--- config.mk ---
export PLATFORM = sky130hd
export DESIGN_NAME = cache_control_fsm
export DESIGN_NICKNAME = d
export VERILOG_FILES = /design/src/rtl/rv32i_types.sv /design/src/rtl/cache_control_fsm_sat_counter.sv /design/src/rtl/cache_control_fsm.sv
export SDC_FILE = /design/constraint.sdc
export NUM_CORES = 1
export LEC_CHECK = 0
export ABC_AREA = 1
export CORE_MARGIN = 1.5
export CORE_UTILIZATION = 32
export DETAILED_ROUTE_END_ITERATION = 6
export PLACE_DENSITY = 0.92
export RECOVER_POWER = 25
export SLEW_MARGIN = 15
export SYNTH_ARGS = -nofsm -noshare
export SYNTH_HDL_FRONTEND = slang
export SYNTH_SLANG_ARGS = --single-unit
--- constraint.sdc ---
create_clock -name clk -period 3.76 [get_ports clk]
set_input_delay 0.752 -clock clk [delete_from_list [all_inputs] [get_ports clk]]
set_output_delay 0.752 -clock clk [all_outputs]
set_load 0.02 [all_outputs]
--- src/rtl/rv32i_types.sv ---
// Shared types for the cache controller slice.
// Provides the controller state encoding (2-bit enum).
package rv32i_types;

    typedef enum logic [1:0] {
        S_IDLE      = 2'd0,
        S_COMPARE   = 2'd1,
        S_WRITEBACK = 2'd2,
        S_ALLOCATE  = 2'd3
    } cache_ctrl_state_t;

endpackage

--- src/rtl/cache_control_fsm_sat_counter.sv ---
// Saturating up-counter, holds at all-ones instead of wrapping.
// Ports: clk, rst (async active-low), inc, count[CNT_W-1:0].
module sat_counter #(
    parameter int CNT_W = 32
) (
    input  logic             clk,
    input  logic             rst,
    input  logic             inc,
    output logic [CNT_W-1:0] count
);

    always_ff @(posedge clk or negedge rst) begin
        if (!rst) begin
            count <= '0;
        end else if (inc && (count != '1)) begin
            count <= count + {{(CNT_W-1){1'b0}}, 1'b1};
        end
    end

endmodule

--- src/rtl/cache_control_fsm.sv ---
// Sequencing controller for a 2-way, 8-set, 256-bit-line cache.
// Inputs: clk, rst (async active-low), mem_read/mem_write (CPU),
//   hit_overall/miss_overall/dirty_overall (datapath), pmem_resp.
// Outputs: mem_resp, in_compare_tag, load_tag/valid/dirty/data,
//   data_in_sel, write_back_state, pmem_read/pmem_write, and
//   hit_count/miss_count/wb_count (live only with
//   CACHE_CTRL_PERF_CNT_EN defined, otherwise tied to 0).
import rv32i_types::*;

module cache_control_fsm #(
    parameter int CNT_W = 32
) (
    input  logic             clk,
    input  logic             rst,
    input  logic             mem_read,
    input  logic             mem_write,
    output logic             mem_resp,
    input  logic             hit_overall,
    input  logic             miss_overall,
    input  logic             dirty_overall,
    output logic             in_compare_tag,
    output logic             load_tag,
    output logic             load_valid,
    output logic             load_dirty,
    output logic             load_data,
    output logic             data_in_sel,
    output logic             write_back_state,
    output logic             pmem_read,
    output logic             pmem_write,
    input  logic             pmem_resp,
    output logic [CNT_W-1:0] hit_count,
    output logic [CNT_W-1:0] miss_count,
    output logic [CNT_W-1:0] wb_count
);

    cache_ctrl_state_t state, state_n;
    logic refill, refill_n;
    logic req;

    // Both strobes high is treated as no request.
    assign req = mem_read ^ mem_write;

    always_ff @(posedge clk or negedge rst) begin
        if (!rst) begin
            state  <= S_IDLE;
            refill <= 1'b0;
        end else begin
            state  <= state_n;
            refill <= refill_n;
        end
    end

    always_comb begin
        state_n          = state;
        refill_n         = refill;
        mem_resp         = 1'b0;
        in_compare_tag   = 1'b0;
        load_tag         = 1'b0;
        load_valid       = 1'b0;
        load_dirty       = 1'b0;
        load_data        = 1'b0;
        data_in_sel      = 1'b0;
        write_back_state = 1'b0;
        pmem_read        = 1'b0;
        pmem_write       = 1'b0;
        unique case (state)
            S_IDLE: begin
                if (req) state_n = S_COMPARE;
            end
            S_COMPARE: begin
                in_compare_tag = 1'b1;
                if (!req) begin
                    state_n  = S_IDLE;
                    refill_n = 1'b0;
                end else if (hit_overall) begin
                    mem_resp = 1'b1;
                    state_n  = S_IDLE;
                    refill_n = 1'b0;
                    if (mem_write) begin
                        load_data  = 1'b1;
                        load_dirty = 1'b1;
                        load_tag   = 1'b1;
                        load_valid = 1'b1;
                    end
                end else if (miss_overall) begin
                    // A miss right after a refill is a datapath
                    // fault; just refetch rather than write back.
                    if (!refill && dirty_overall)
                        state_n = S_WRITEBACK;
                    else
                        state_n = S_ALLOCATE;
                end
            end
            S_WRITEBACK: begin
                write_back_state = 1'b1;
                pmem_write       = 1'b1;
                if (pmem_resp) state_n = S_ALLOCATE;
            end
            S_ALLOCATE: begin
                pmem_read = 1'b1;
                if (pmem_resp) begin
                    data_in_sel = 1'b1;
                    load_data   = 1'b1;
                    load_tag    = 1'b1;
                    load_valid  = 1'b1;
                    refill_n    = 1'b1;
                    state_n     = S_COMPARE;
                end
            end
            default: state_n = S_IDLE;
        endcase
    end

`ifdef CACHE_CTRL_PERF_CNT_EN
    logic cmp_req;
    logic hit_inc;
    logic miss_inc;
    logic wb_inc;

    assign cmp_req  = (state == S_COMPARE) && req && !refill;
    assign hit_inc  = cmp_req && hit_overall;
    assign miss_inc = cmp_req && !hit_overall && miss_overall;
    assign wb_inc   = (state == S_WRITEBACK) && pmem_resp;

    sat_counter #(.CNT_W(CNT_W)) u_hit_cnt (
        .clk   (clk),
        .rst   (rst),
        .inc   (hit_inc),
        .count (hit_count)
    );

    sat_counter #(.CNT_W(CNT_W)) u_miss_cnt (
        .clk   (clk),
        .rst   (rst),
        .inc   (miss_inc),
        .count (miss_count)
    );

    sat_counter #(.CNT_W(CNT_W)) u_wb_cnt (
        .clk   (clk),
        .rst   (rst),
        .inc   (wb_inc),
        .count (wb_count)
    );
`else
    assign hit_count  = '0;
    assign miss_count = '0;
    assign wb_count   = '0;
`endif

endmodule

## Yosys cells after proc, flatten, opt, wreduce, memory -nomap -nowiden

Index checks and enable logic that the tools add are counted.

| storage, ports and cells | value |
|---|---|
| bits in latches | 0 |
| ROM bits | 0 |
| input bits | 8 |
| word-level logic and storage cells | 42 |
| memories kept | 0 |
| register bits | 3 |
| output and inout bits | 106 |
| bits in writable memories | 0 |

| cells by class | value |
|---|---|
| multiplexer cells | 25 |
| $lt $le $gt $ge | 0 |
| multipliers | 0 |
| div/mod/pow operators | 0 |
| shifts and indexed selects | 0 |
| reductions and logical operators | 6 |
| add/sub/neg operators | 0 |
| equal/unequal tests | 8 |
| bitwise operators | 1 |

Operators with widths:

| cell | count |
|---|---|
| $mux 1 | 16 |
| $mux 2 | 6 |
| $pmux 2 s4 | 1 |
| $ne 2x2->1 const B | 3 |
| $eq 2x2->1 const B | 2 |
| $ne 4x4->1 const B | 1 |
| $pmux 1 s2 | 2 |
| $reduce_and 4->1 | 1 |
| $ne 3x3->1 const B | 1 |
| $reduce_and 3->1 | 1 |
| $eq 2x1->1 const B | 1 |
| $logic_not 2->1 | 1 |
| $reduce_bool 2->1 | 1 |
| $logic_and 1x1->1 | 1 |
| $logic_not 1->1 | 1 |
| $xor 1x1->1 | 1 |

## Logic depth before layout (Yosys ltp)

| depth | value |
|---|---|
| depth in word-level cells | 7 |
| gate-level depth with buffers | 8 |
| mapped depth without buffers | 8 |

## Worst setup path before layout

No wires, ideal clock.

| timing path | value |
|---|---|
| path kind | input to output |
| start point | input port hit_overall |
| end point | output port load_tag |
| slack | 1173 ps |
| cell stages on the path | 4 |
| path buffers | 1 |
| required time | 3008 ps |
| arrival time | 1835 ps |
| cells stage by stage | inv_1 > nor4_2 > or2_1 > buf_4 |

| on the way | value |
|---|---|
| cells in the longest elaborated chain, start to end | 3 |

Ends and longest elaborated chain:

| item | RTL line | text |
|---|---|---|
| start: declaration | cache_control_fsm.sv:18 | `input logic hit_overall,` |
| $mux 1 (2 in series) | n/a |  |
| $pmux 1 s2 | n/a |  |
| end: declaration | cache_control_fsm.sv:22 | `output logic load_tag,` |

No other way between the ends.

## Worst setup path in the final report

| timing path | value |
|---|---|
| start point | input port hit_overall |
| end point | output port load_data |

| on the way | value |
|---|---|
| cells in the longest elaborated chain, start to end | 3 |

Ends and longest elaborated chain:

| item | RTL line | text |
|---|---|---|
| $mux 1 | cache_control_fsm.sv:75 | `end else if (hit_overall) begin` |
| $mux 1 | cache_control_fsm.sv:72 | `if (!req) begin` |
| $pmux 1 s2 | cache_control_fsm.sv:66 | `unique case (state)` |
| end: declaration | cache_control_fsm.sv:25 | `output logic load_data,` |

No other way between the ends.

==> flow_metrics.py <==
metrics = {
    "yosys": {
        "yosysMostFrequentCell": "buf_4",
        "ys_ff_latch": 3,
        "ys.flop_type": "dfrtp_1",
        "synthArstFlopShare": 1.00,
        "postSynthAreaPerCell_um2": 7.31,
        "synth_area_um2": 1100,
        "synthCells": 150,
        "yosys.area.top_type": "buf_4",
        "ys_types": 20,
        "synth_top_area_frac": 0.678,
        "synth_area_leaders": "buf_4 (68%), dfrtp_1 (6.8%), ha_1 (4.6%), nand2_1 (4.1%), inv_1 (3.4%)",
        "synthTopCellsByCount": "buf_4 (99), nand2_1 (12), inv_1 (10)",
        "synth_warnings": 0,
        "seq_area_frac_synth": 0.0685,
        "synth_edf_count": 0,
    },
    "placed_design": {
        "io_buffers": 17,
        "gp_congestion": 0.806,
        "hpwl_um": 1100,
        "place_area_um2": 937,
    },
    "clock_tree": {
        "ctsHoldBuffers": 0,
        "numCtsBuffers": 3,
        "post_cts_buffers": 0,
        "clock_tree.root_cell": "clkbuf_4",
        "cts_tree": "yes",
        "htreeDepth": 1,
        "cts_resized": 0,
        "clk_latency_ns": 0.23,
        "clk_path_buf_depth": 2,
        "clk_pin_slew_ns": 0.04,
        "clock-sinks": 3,
    },
    "routing": {
        "viasPerCell": 2.92,
        "route.detailed.drc": 0,
        "wl_met3_um": 231,
        "ant_nets": 0,
        "wl_met2_um": 596,
        "wirelength_um": 1190,
        "highest_layer": "met4",
        "num_vias": 623,
        "drtPass1Iterations": 3,
        "wl_met1_um": 349,
        "routedWlPerCell_um": 5.59,
        "dr.first_iter.drc_count": 6,
    },
    "hold_path": {
        "hp-start": "refill$_DFFE_PN0P_",
        "min_path_type": "reg2reg",
    },
    "run_status": {
        "outcome": "complete, no violations",
    },
    "timing": {
        "finalHoldViolCount": 0,
        "fin_skew_ns": 0.00230,
        "period_share": 0.823,
        "rsz0062_at_grt": "false",
        "fin_setup_tns_ns": 0,
        "finalSetupViolCount": 0,
        "period_needed_ns": 3.10,
        "slew_violations": 0,
        "fmax_mhz": 323,
    },
    "setup_path": {
        "rr_startpoint": "state[0]$_DFFE_PN0P_",
        "critPathCaptureType": "primary output",
        "cpPeakStageDelay_ns": 0.61,
        "required_ns": 3.01,
        "path_max_fanout": 3,
        "path_class": "in2out",
        "path_delay_family": "buffers and inverters",
        "cp-startpoint": "hit_overall",
        "slowest_stage": "clkdlybuf4s50_1",
        "worstPathArrival_ns": 2.34,
        "crit_path_start_kind": "primary input",
        "crit_top_cell": "clkdlybuf4s50_1",
        "cp_num_buf_inv": 3,
        "crit_chain": "clkdlybuf4s50_1 -> inv_1 -> nor4_2 -> or2_1 -> clkdlybuf4s50_1",
    },
    "final_layout": {
        "drive_gt1_frac": 0.0778,
        "syn_to_final_growth_pct": -12.7,
        "n_antenna_cell": 0,
        "final_area_um2": 957,
        "layout.nets": 180,
        "fill_cells": 394,
    },
    "pwr": {
        "p_total_uw": 475,
        "p_leak_uw": 0.000603,
        "vdd_drop_max_uv": 95.4,
        "pwr_density_cell_nw_per_um2": 496,
    },
    "global_routing": {
        "antenna_found_initial": 0,
        "grt_pass1_vias": 374,
        "track_usage": 0.0526,
        "grt_overflow": 0,
        "grt_max_degree": 6,
        "grt_pass1_wl_um": 1350,
    },
    "floorplan": {
        "fp.dieArea_um2": 3790,
        "die_x_um": 61.5,
        "io_pins": 114,
        "coreArea_um2": 3310,
        "start_util": 0.331,
        "row_count": 21,
        "die_h_um": 61.5,
    },
    "run": {
        "maxCapViolCount": 0,
    },
}
-- cells in the final DEF, fill, tap and decap left out, drive strengths merged --
master | netlist | layout
conb | 1 | 96
clkdlybuf4s50 | 0 | 16
nand2 | 16 | 16
inv | 12 | 12
nor2 | 5 | 5
ha | 4 | 4
clkbuf | 0 | 4
dfrtp | 3 | 3
nand4 | 2 | 2
a21oi | 2 | 2
o21ai | 2 | 2
nor4 | 1 | 1
or2 | 1 | 1
nor3 | 1 | 1
nand3 | 1 | 1
dlygate4sd3 | 0 | 1
-- stage by stage --
| stage | hold WS [ns] | utilization | instances | setup slack, ns |
|---|---|---|---|---|
| final | 0.470 | 0.289 | 213 | 0.664 |
| after global placement | 0.462 | 0.283 | 209 | 0.669 |
| after detailed placement | 0.467 | 0.283 | 209 | 0.650 |
| after floorplan | 0.442 | - | 245 | 1.17 |
| after CTS | 0.474 | 0.291 | 213 | 0.640 |
| after global routing | 0.499 | 0.289 | 213 | 0.526 |
-- per-layer routing --
metal	vias up	global-route usage
met5	-	0
met4	0	0.0456
met3	2	0.0315
met2	64	0.101
met1	267	0.0325
li1	290	-
-- power breakdown --
group	switching, uW	internal, uW
combinational	237	119
clock	16.5	39.7
sequential	13.8	48.8
-- state kept, by name (all words and copies together), names as in the netlist --
name / cells
state: 2
refill: 1
-- path summary, 6_finish.rpt --
| check | to | cells past startpoint | slack [ns] |
|---|---|---|---|
| min in group asynchronous | refill$_DFFE_PN0P_ | 1 | 0.77 |
| hold / removal | refill$_DFFE_PN0P_ | 2 | 0.47 |
| setup reg to reg | state[1]$_DFFE_PN0P_ | 7 | 2.44 |
| hold reg to reg | refill$_DFFE_PN0P_ | 2 | 0.47 |
| max in group asynchronous | state[0]$_DFFE_PN0P_ | 1 | 2.84 |
| setup / recovery | load_data | 5 | 0.66 |
-- final cells by class --
| type | instances | area (um2) | share of cell area |
|---|---|---|---|
| Multi-Input combinational cell | 131 | 583 | 0.609 |
| Timing Repair Buffer | 17 | 170 | 0.178 |
| Sequential cell | 3 | 75.1 | 0.0784 |
| Tap cell | 46 | 57.6 | 0.0601 |
| Inverter | 12 | 45.0 | 0.0471 |
| Clock buffer | 4 | 26.3 | 0.0275 |
-- worst reg2reg max path, cell delays in order (launching register included) --
cell and delay [ns]:
dfrtp_1 0.38, inv_1 0.09, ha_1 0.29, o21ai_4 0.19, nand2_2 0.07, nor2_2 0.13
nand2_1 0.06, nand2_1 0.06
-- cell families after synthesis --
| kind of cell | count (synthesis) | synth area share |
|---|---|---|
| flops | 3 | 0.0685 |
| other cells | 1 | 0.00342 |
| fa+ha+maj | 4 | 0.0457 |
| buf+inv | 111 | 0.719 |
| compound gates | 4 | 0.0320 |
| simple gates | 27 | 0.131 |
Power figures use the tool's default switching activity.
